`src/rtl/vga_timing_gen.sv`:
```
// vga_timing_gen
//   Raster timing generator for a VGA connector. It produces the pixel position
//   bus (hCount/vCount) with aligned hSync/vSync/bright qualifiers, along with
//   pixel, line and frame strobes for downstream game-state logic. The
//   defaults give 640x480 @ 60 Hz from a 50 MHz clk with a divide-by-2 pixel
//   strobe.
//
// Ports
//   clk        in   system clock
//   reset      in   asynchronous, active-high reset
//   enable     in   when low, the divider, the counters and all outputs hold
//   hCount     out  current pixel column, 0..H_TOTAL-1
//   vCount     out  current line, 0..V_TOTAL-1
//   hSync      out  horizontal sync; its asserted level is SYNC_ACTIVE
//   vSync      out  vertical sync; its asserted level is SYNC_ACTIVE
//   bright     out  high while the position is inside the visible area
//   pix_tick   out  one-clk strobe in the cycle a new position first appears
//   line_tick  out  one-clk strobe when hCount becomes 0
//   frame_tick out  one-clk strobe when (hCount,vCount) becomes (0,0)
//
// H_TOTAL and V_TOTAL must each be <= 1024 so that they fit the 10-bit counts.
module vga_timing_gen #(
  parameter int H_VISIBLE   = 640,
  parameter int H_FRONT     = 16,
  parameter int H_SYNC      = 96,
  parameter int H_BACK      = 48,
  parameter int V_VISIBLE   = 480,
  parameter int V_FRONT     = 10,
  parameter int V_SYNC      = 2,
  parameter int V_BACK      = 33,
  parameter int CLK_DIV     = 2,
  parameter bit SYNC_ACTIVE = 1'b0
) (
  input  logic       clk,
  input  logic       reset,
  input  logic       enable,
  output logic [9:0] hCount,
  output logic [9:0] vCount,
  output logic       hSync,
  output logic       vSync,
  output logic       bright,
  output logic       pix_tick,
  output logic       line_tick,
  output logic       frame_tick
);

  localparam int H_TOTAL = H_VISIBLE + H_FRONT + H_SYNC + H_BACK;
  localparam int V_TOTAL = V_VISIBLE + V_FRONT + V_SYNC + V_BACK;
  localparam int DIV_W   = (CLK_DIV > 1) ? $clog2(CLK_DIV) : 1;

  // The boundaries are held at 11 bits because a sync end can sit exactly at 1024.
  localparam logic [10:0] H_LAST   = 11'(H_TOTAL - 1);
  localparam logic [10:0] V_LAST   = 11'(V_TOTAL - 1);
  localparam logic [10:0] H_VIS    = 11'(H_VISIBLE);
  localparam logic [10:0] V_VIS    = 11'(V_VISIBLE);
  localparam logic [10:0] HS_START = 11'(H_VISIBLE + H_FRONT);
  localparam logic [10:0] HS_END   = 11'(H_VISIBLE + H_FRONT + H_SYNC);
  localparam logic [10:0] VS_START = 11'(V_VISIBLE + V_FRONT);
  localparam logic [10:0] VS_END   = 11'(V_VISIBLE + V_FRONT + V_SYNC);

  localparam logic [DIV_W-1:0] DIV_LAST = DIV_W'(CLK_DIV - 1);

  logic [DIV_W-1:0] div_reg;
  logic             advance;
  logic [10:0]      h_cur;
  logic [10:0]      v_cur;
  logic [10:0]      h_next;
  logic [10:0]      v_next;

  // The next position is computed ahead of time, so the qualifiers are
  // registered from the same values that load into the counters. This keeps
  // them aligned with the position and adds no latency.
  always_comb begin
    advance = enable && (div_reg == DIV_LAST);
    h_cur   = {1'b0, hCount};
    v_cur   = {1'b0, vCount};
    h_next  = h_cur + 11'd1;
    v_next  = v_cur;
    if (h_cur == H_LAST) begin
      h_next = 11'd0;
      v_next = (v_cur == V_LAST) ? 11'd0 : v_cur + 11'd1;
    end
  end

  always_ff @(posedge clk or posedge reset) begin
    if (reset) begin
      div_reg    <= '0;
      // (H_TOTAL-1, V_TOTAL-1) is a blanking point outside sync, so the
      // reset outputs are consistent with the position they report.
      hCount     <= H_LAST[9:0];
      vCount     <= V_LAST[9:0];
      hSync      <= ~SYNC_ACTIVE;
      vSync      <= ~SYNC_ACTIVE;
      bright     <= 1'b0;
      pix_tick   <= 1'b0;
      line_tick  <= 1'b0;
      frame_tick <= 1'b0;
    end else begin
      pix_tick   <= 1'b0;
      line_tick  <= 1'b0;
      frame_tick <= 1'b0;
      if (enable) begin
        div_reg <= advance ? '0 : div_reg + 1'b1;
      end
      if (advance) begin
        hCount     <= h_next[9:0];
        vCount     <= v_next[9:0];
        bright     <= (h_next < H_VIS) && (v_next < V_VIS);
        hSync      <= ((h_next >= HS_START) && (h_next < HS_END)) ? SYNC_ACTIVE : ~SYNC_ACTIVE;
        vSync      <= ((v_next >= VS_START) && (v_next < VS_END)) ? SYNC_ACTIVE : ~SYNC_ACTIVE;
        pix_tick   <= 1'b1;
        line_tick  <= (h_next == 11'd0);
        frame_tick <= (h_next == 11'd0) && (v_next == 11'd0);
      end
    end
  end

endmodule

```
`config.mk`:
```
export PLATFORM = sky130hd
export DESIGN_NAME = vga_timing_gen
export DESIGN_NICKNAME = d
export VERILOG_FILES = /design/src/rtl/vga_timing_gen.sv
export SDC_FILE = /design/constraint.sdc
export NUM_CORES = 1
export LEC_CHECK = 0
export CELL_PAD_IN_SITES_DETAIL_PLACEMENT = 2
export CELL_PAD_IN_SITES_GLOBAL_PLACEMENT = 2
export CORE_MARGIN = 3
export CORE_UTILIZATION = 36
export CTS_BUF_LIST = sky130_fd_sc_hd__clkbuf_8
export CTS_CLUSTER_DIAMETER = 30
export DETAILED_ROUTE_END_ITERATION = 16
export PLACE_DENSITY_LB_ADDON = 0.12
export SYNTH_ARGS = -nofsm -noshare
export SYNTH_HDL_FRONTEND = slang
export SYNTH_SLANG_ARGS = --single-unit
```
`constraint.sdc`:
```
create_clock -name clk -period 4.39 [get_ports clk]
set_input_delay 0.439 -clock clk [delete_from_list [all_inputs] [get_ports clk]]
set_output_delay 0.439 -clock clk [all_outputs]
set_load 0.05 [all_outputs]
```
==> tab_implementation.tex <==
\begin{tabular}{lr}
\hline
Metric & Value \\
\hline
\multicolumn{2}{l}{\textbf{Hold path}} \\
\quad Path category of the worst min-delay check & reg2reg \\
\multicolumn{2}{l}{\textbf{Die}} \\
\quad \# rows & 25 \\
\quad Core region area & 4880 sq um \\
\quad I/O pin cnt & 29 \\
\quad Width of the die & 78.2 um \\
\quad Die height & 78.2 um \\
\quad Die Area & 6120 sq um \\
\quad Effective utilization at floorplan & 38.5\% \\
\multicolumn{2}{l}{\textbf{Global route}} \\
\quad Via count of the first global-routing pass & 1845 \\
\quad Largest net degree at the start of global routing & 28 \\
\quad GR Overflow Total & 0 \\
\quad First-pass GRT wire length & 9950 um \\
\quad Antenna violations before repair & 0 \\
\quad Global-route total usage across every layer & 20.5\% \\
\multicolumn{2}{l}{\textbf{Setup path}} \\
\quad Worst R2R Start & hCount[0]\$\_DFFE\_PP1P\_ \\
\quad Startpoint Class & flip-flop \\
\quad Worst Path Max Fanout & 10 \\
\quad R2R cell count & 6 \\
\quad Startpoint of the worst setup timing path & hCount[0]\$\_DFFE\_PP1P\_ \\
\quad Crit path to & vCount[5]\$\_DFFE\_PP0P\_ \\
\quad Critical path data arrival time & 2.94 ns \\
\quad Data required time of the worst path & 4.56 ns \\
\quad Setup slack of the worst register-to-register path & 1.62 ns \\
\quad Nature of the critical path endpoint & flip-flop \\
\quad Terminus of the critical flop-to-flop path & vCount[5]\$\_DFFE\_PP0P\_ \\
\quad Critical path class & reg2reg \\
\multicolumn{2}{l}{\textbf{Cells and area}} \\
\quad Top Registers & hCount (10), vCount (10) \\
\quad Synth-to-layout area growth & 17.4\% \\
\quad Post-layout nets & 239 \\
\quad Number of antenna repair diodes & 0 \\
\quad Share of layout cells above drive strength 1 & 8.62\% \\
\quad Fin util & 45.2\% \\
\multicolumn{2}{l}{\textbf{Job}} \\
\quad Number of max-cap violations & 0 \\
\multicolumn{2}{l}{\textbf{STA}} \\
\quad Fraction of the cycle the final worst path needs & 63.0\% \\
\quad Setup repair after global routing missed its margin & false \\
\quad Tightest Pin Transition & 1.09 ns \\
\quad Fmax & 361 MHz \\
\quad Final worst path period need & 2.77 ns \\
\quad Hold violation count in the final report & 0 \\
\quad Worst slew margin relative to its limit & 27.3\% \\
\quad Final setup TNS & 0 ns \\
\quad Finish-stage setup viols & 0 \\
\quad Post-route clock skew & 0.00551 ns \\
\quad Number of max-slew violations in the final report & 0 \\
\multicolumn{2}{l}{\textbf{Place}} \\
\quad GP Congestion & 0.884 \\
\quad Port Buffers & 28 \\
\quad Sum of net half-perimeters after detailed placement & 4210 um \\
\multicolumn{2}{l}{\textbf{CTS}} \\
\quad TritonCTS clock tree & yes \\
\quad Post-CTS sizing & 0 \\
\quad TritonCTS Sinks & 27 \\
\quad Cts hold-fix bufs & 0 \\
\quad Insertion delay of the later-clocked pin in the worst-skew pair & 0.29 ns \\
\quad Max Buffers Root-to-Sink & 2 \\
\quad Count of buffers added by post-CTS timing repair for setup & 0 \\
\quad Cell at the root of the clock tree & sky130\_fd\_sc\_hd\_\_clkbuf\_8 \\
\quad Cts bufs inserted & 3 \\
\quad Number of H-tree levels & 1 \\
\quad CTS clk-pin slew, worst paths & 0.10 ns \\
\multicolumn{2}{l}{\textbf{Route}} \\
\quad DR WL met3 & 165 um \\
\quad Via/cell ratio & 5.80 \\
\quad Sum of routed wire segments on met1 & 2840 um \\
\quad Drt drc & 0 \\
\quad DRC violation total after the first TritonRoute iteration & 76 \\
\quad Wire length after detailed routing & 5820 um \\
\quad Highest Signal Layer & met4 \\
\quad Count of antenna-violating nets left after detailed routing & 0 \\
\quad Pre-Repair DR Iteration Count & 4 \\
\quad Drt wl/cell & 19.5 um \\
\quad Via Count & 1733 \\
\quad Met2 wirelength from detailed routing & 2710 um \\
\multicolumn{2}{l}{\textbf{Yosys}} \\
\quad Synth top area share & 20.0\% \\
\quad Area of the mapped netlist & 1880 sq um \\
\quad Number of synthesized register bits & 27 \\
\quad Top\_reg\_cell synth & sky130\_fd\_sc\_hd\_\_dfrtp\_1 \\
\quad Total number of yosys warnings & 0 \\
\quad Top post-synthesis cells by area & sky130\_fd\_sc\_hd\_\_dfrtp\_1, sky130\_fd\_sc\_hd\_\_dfstp\_2, sky130\_fd\_sc\_hd\_\_nand2\_1 \\
\quad Number of synthesized flops with an enable pin & 0 \\
\quad Mapped Avg Cell Area & 8.69 sq um \\
\quad Post-synth top area cell & sky130\_fd\_sc\_hd\_\_dfrtp\_1 \\
\quad FFs w/ async S/R, synth & 100\% \\
\quad Cells after synthesis & 216 \\
\quad Post-Synthesis Net Count & 222 \\
\quad Synth unique cells & 54 \\
\quad Fraction of the yosys area taken by sequential cells & 36.8\% \\
\multicolumn{2}{l}{\textbf{Power}} \\
\quad Cell area power density & 368 nW/um\^{}2 \\
\quad Pleak & 0.880 nW \\
\quad Peak supply drop & 0.000308 V \\
\multicolumn{2}{l}{\textbf{Outcome}} \\
\quad Status & complete, no violations \\
\hline
\end{tabular}
## critical path, cell delays in order, from the launching register on
cell                      delay (ns)
sky130_fd_sc_hd__dfstp_2        0.63
sky130_fd_sc_hd__ha_1           0.28
sky130_fd_sc_hd__nand3_2        0.25
sky130_fd_sc_hd__or3_1          0.61
sky130_fd_sc_hd__nor2_1         0.56
sky130_fd_sc_hd__nand3_1        0.18
sky130_fd_sc_hd__xnor2_1        0.16
## worst min-delay path by stage
stage	startpoint	to	slack [ns]	cells past startpoint
6_report	div_reg$_DFFE_PP0P_	div_reg$_DFFE_PP0P_	0.49	1
3_5_place_dp	div_reg$_DFFE_PP0P_	div_reg$_DFFE_PP0P_	0.47	1
2_1_floorplan	div_reg$_DFFE_PP0P_	div_reg$_DFFE_PP0P_	0.44	1
4_1_cts	div_reg$_DFFE_PP0P_	div_reg$_DFFE_PP0P_	0.49	1
5_1_grt	div_reg$_DFFE_PP0P_	div_reg$_DFFE_PP0P_	0.51	1
3_3_place_gp	div_reg$_DFFE_PP0P_	div_reg$_DFFE_PP0P_	0.45	1
## synth_stat cells (5+ instances only)
cell / number
sky130_fd_sc_hd__nand2_1: 28
sky130_fd_sc_hd__o21ai_0: 18
sky130_fd_sc_hd__nor2_1: 17
sky130_fd_sc_hd__dfrtp_1: 15
sky130_fd_sc_hd__a21oi_1: 12
sky130_fd_sc_hd__dfstp_2: 12
sky130_fd_sc_hd__xor2_1: 10
sky130_fd_sc_hd__clkbuf_1: 9
sky130_fd_sc_hd__nand3_1: 8
sky130_fd_sc_hd__xnor2_1: 8
sky130_fd_sc_hd__and3_1: 7
sky130_fd_sc_hd__and4_1: 5
sky130_fd_sc_hd__nand4_1: 5
sky130_fd_sc_hd__o31ai_1: 5
## placed cells by master (no fill, tap or decap), drive strengths merged, types with 4 or more instances in the layout
cell,count
a21oi,12
and3,7
and4,5
clkdlybuf4s50,28
dfrtp,15
dfstp,12
inv,4
nand2,28
nand3,9
nand4,5
nor2,17
o21ai,18
o31ai,5
xnor2,8
xor2,10
## per-stage QoR
| step | setup slack (ns) | hold WS [ns] | area (sq um) | total power, mW | std cells |
|---|---|---|---|---|---|
| 2_1_floorplan | 1.74 | 0.439 | 1880 | 0.558 | 216 |
| 5_1_grt | 1.35 | 0.509 | 2200 | 0.857 | 299 |
| 3_3_place_gp | 1.75 | 0.453 | 2160 | 0.648 | 295 |
| 6_report | 1.62 | 0.490 | 2200 | 0.811 | 299 |
| 3_5_place_dp | 1.61 | 0.466 | 2160 | 0.663 | 295 |
| 4_1_cts | 1.61 | 0.487 | 2200 | 0.815 | 299 |
## per-layer routing
layer  up-vias  global-route usage, %
li1        812                      -
met1       878                   29.7
met2        32                   31.8
met3        11                   2.75
met4         0                   6.29
met5         -                      0
## power breakdown
| part | internal [mW] | switching, mW |
|---|---|---|
| combinational | 0.0962 | 0.200 |
| sequential | 0.300 | 0.0637 |
| clock | 0.0632 | 0.0880 |
## logic make-up after synthesis
kind of cell	after synthesis	share of synthesized area, %
AND/OR/NAND/NOR	93	28.0
XOR/XNOR	18	8.40
multiplexers	2	1.07
buffers and inverters	20	5.20
AO/OA/AOI/OAI	53	18.5
adder cells (fa/ha/maj)	3	2.00
flip-flops	27	36.8
## layout make-up
type / instances / area [sq um]
Fill cell: 545 / 2680
Clock buffer: 3 / 41.3
Timing Repair Buffer: 28 / 280
Tap cell: 67 / 83.8
Sequential cell: 27 / 691
Clock inverter: 1 / 3.75
Multi-Input combinational cell: 169 / 1090
Inverter: 4 / 15.0
(Power assumes the default switching activity.)
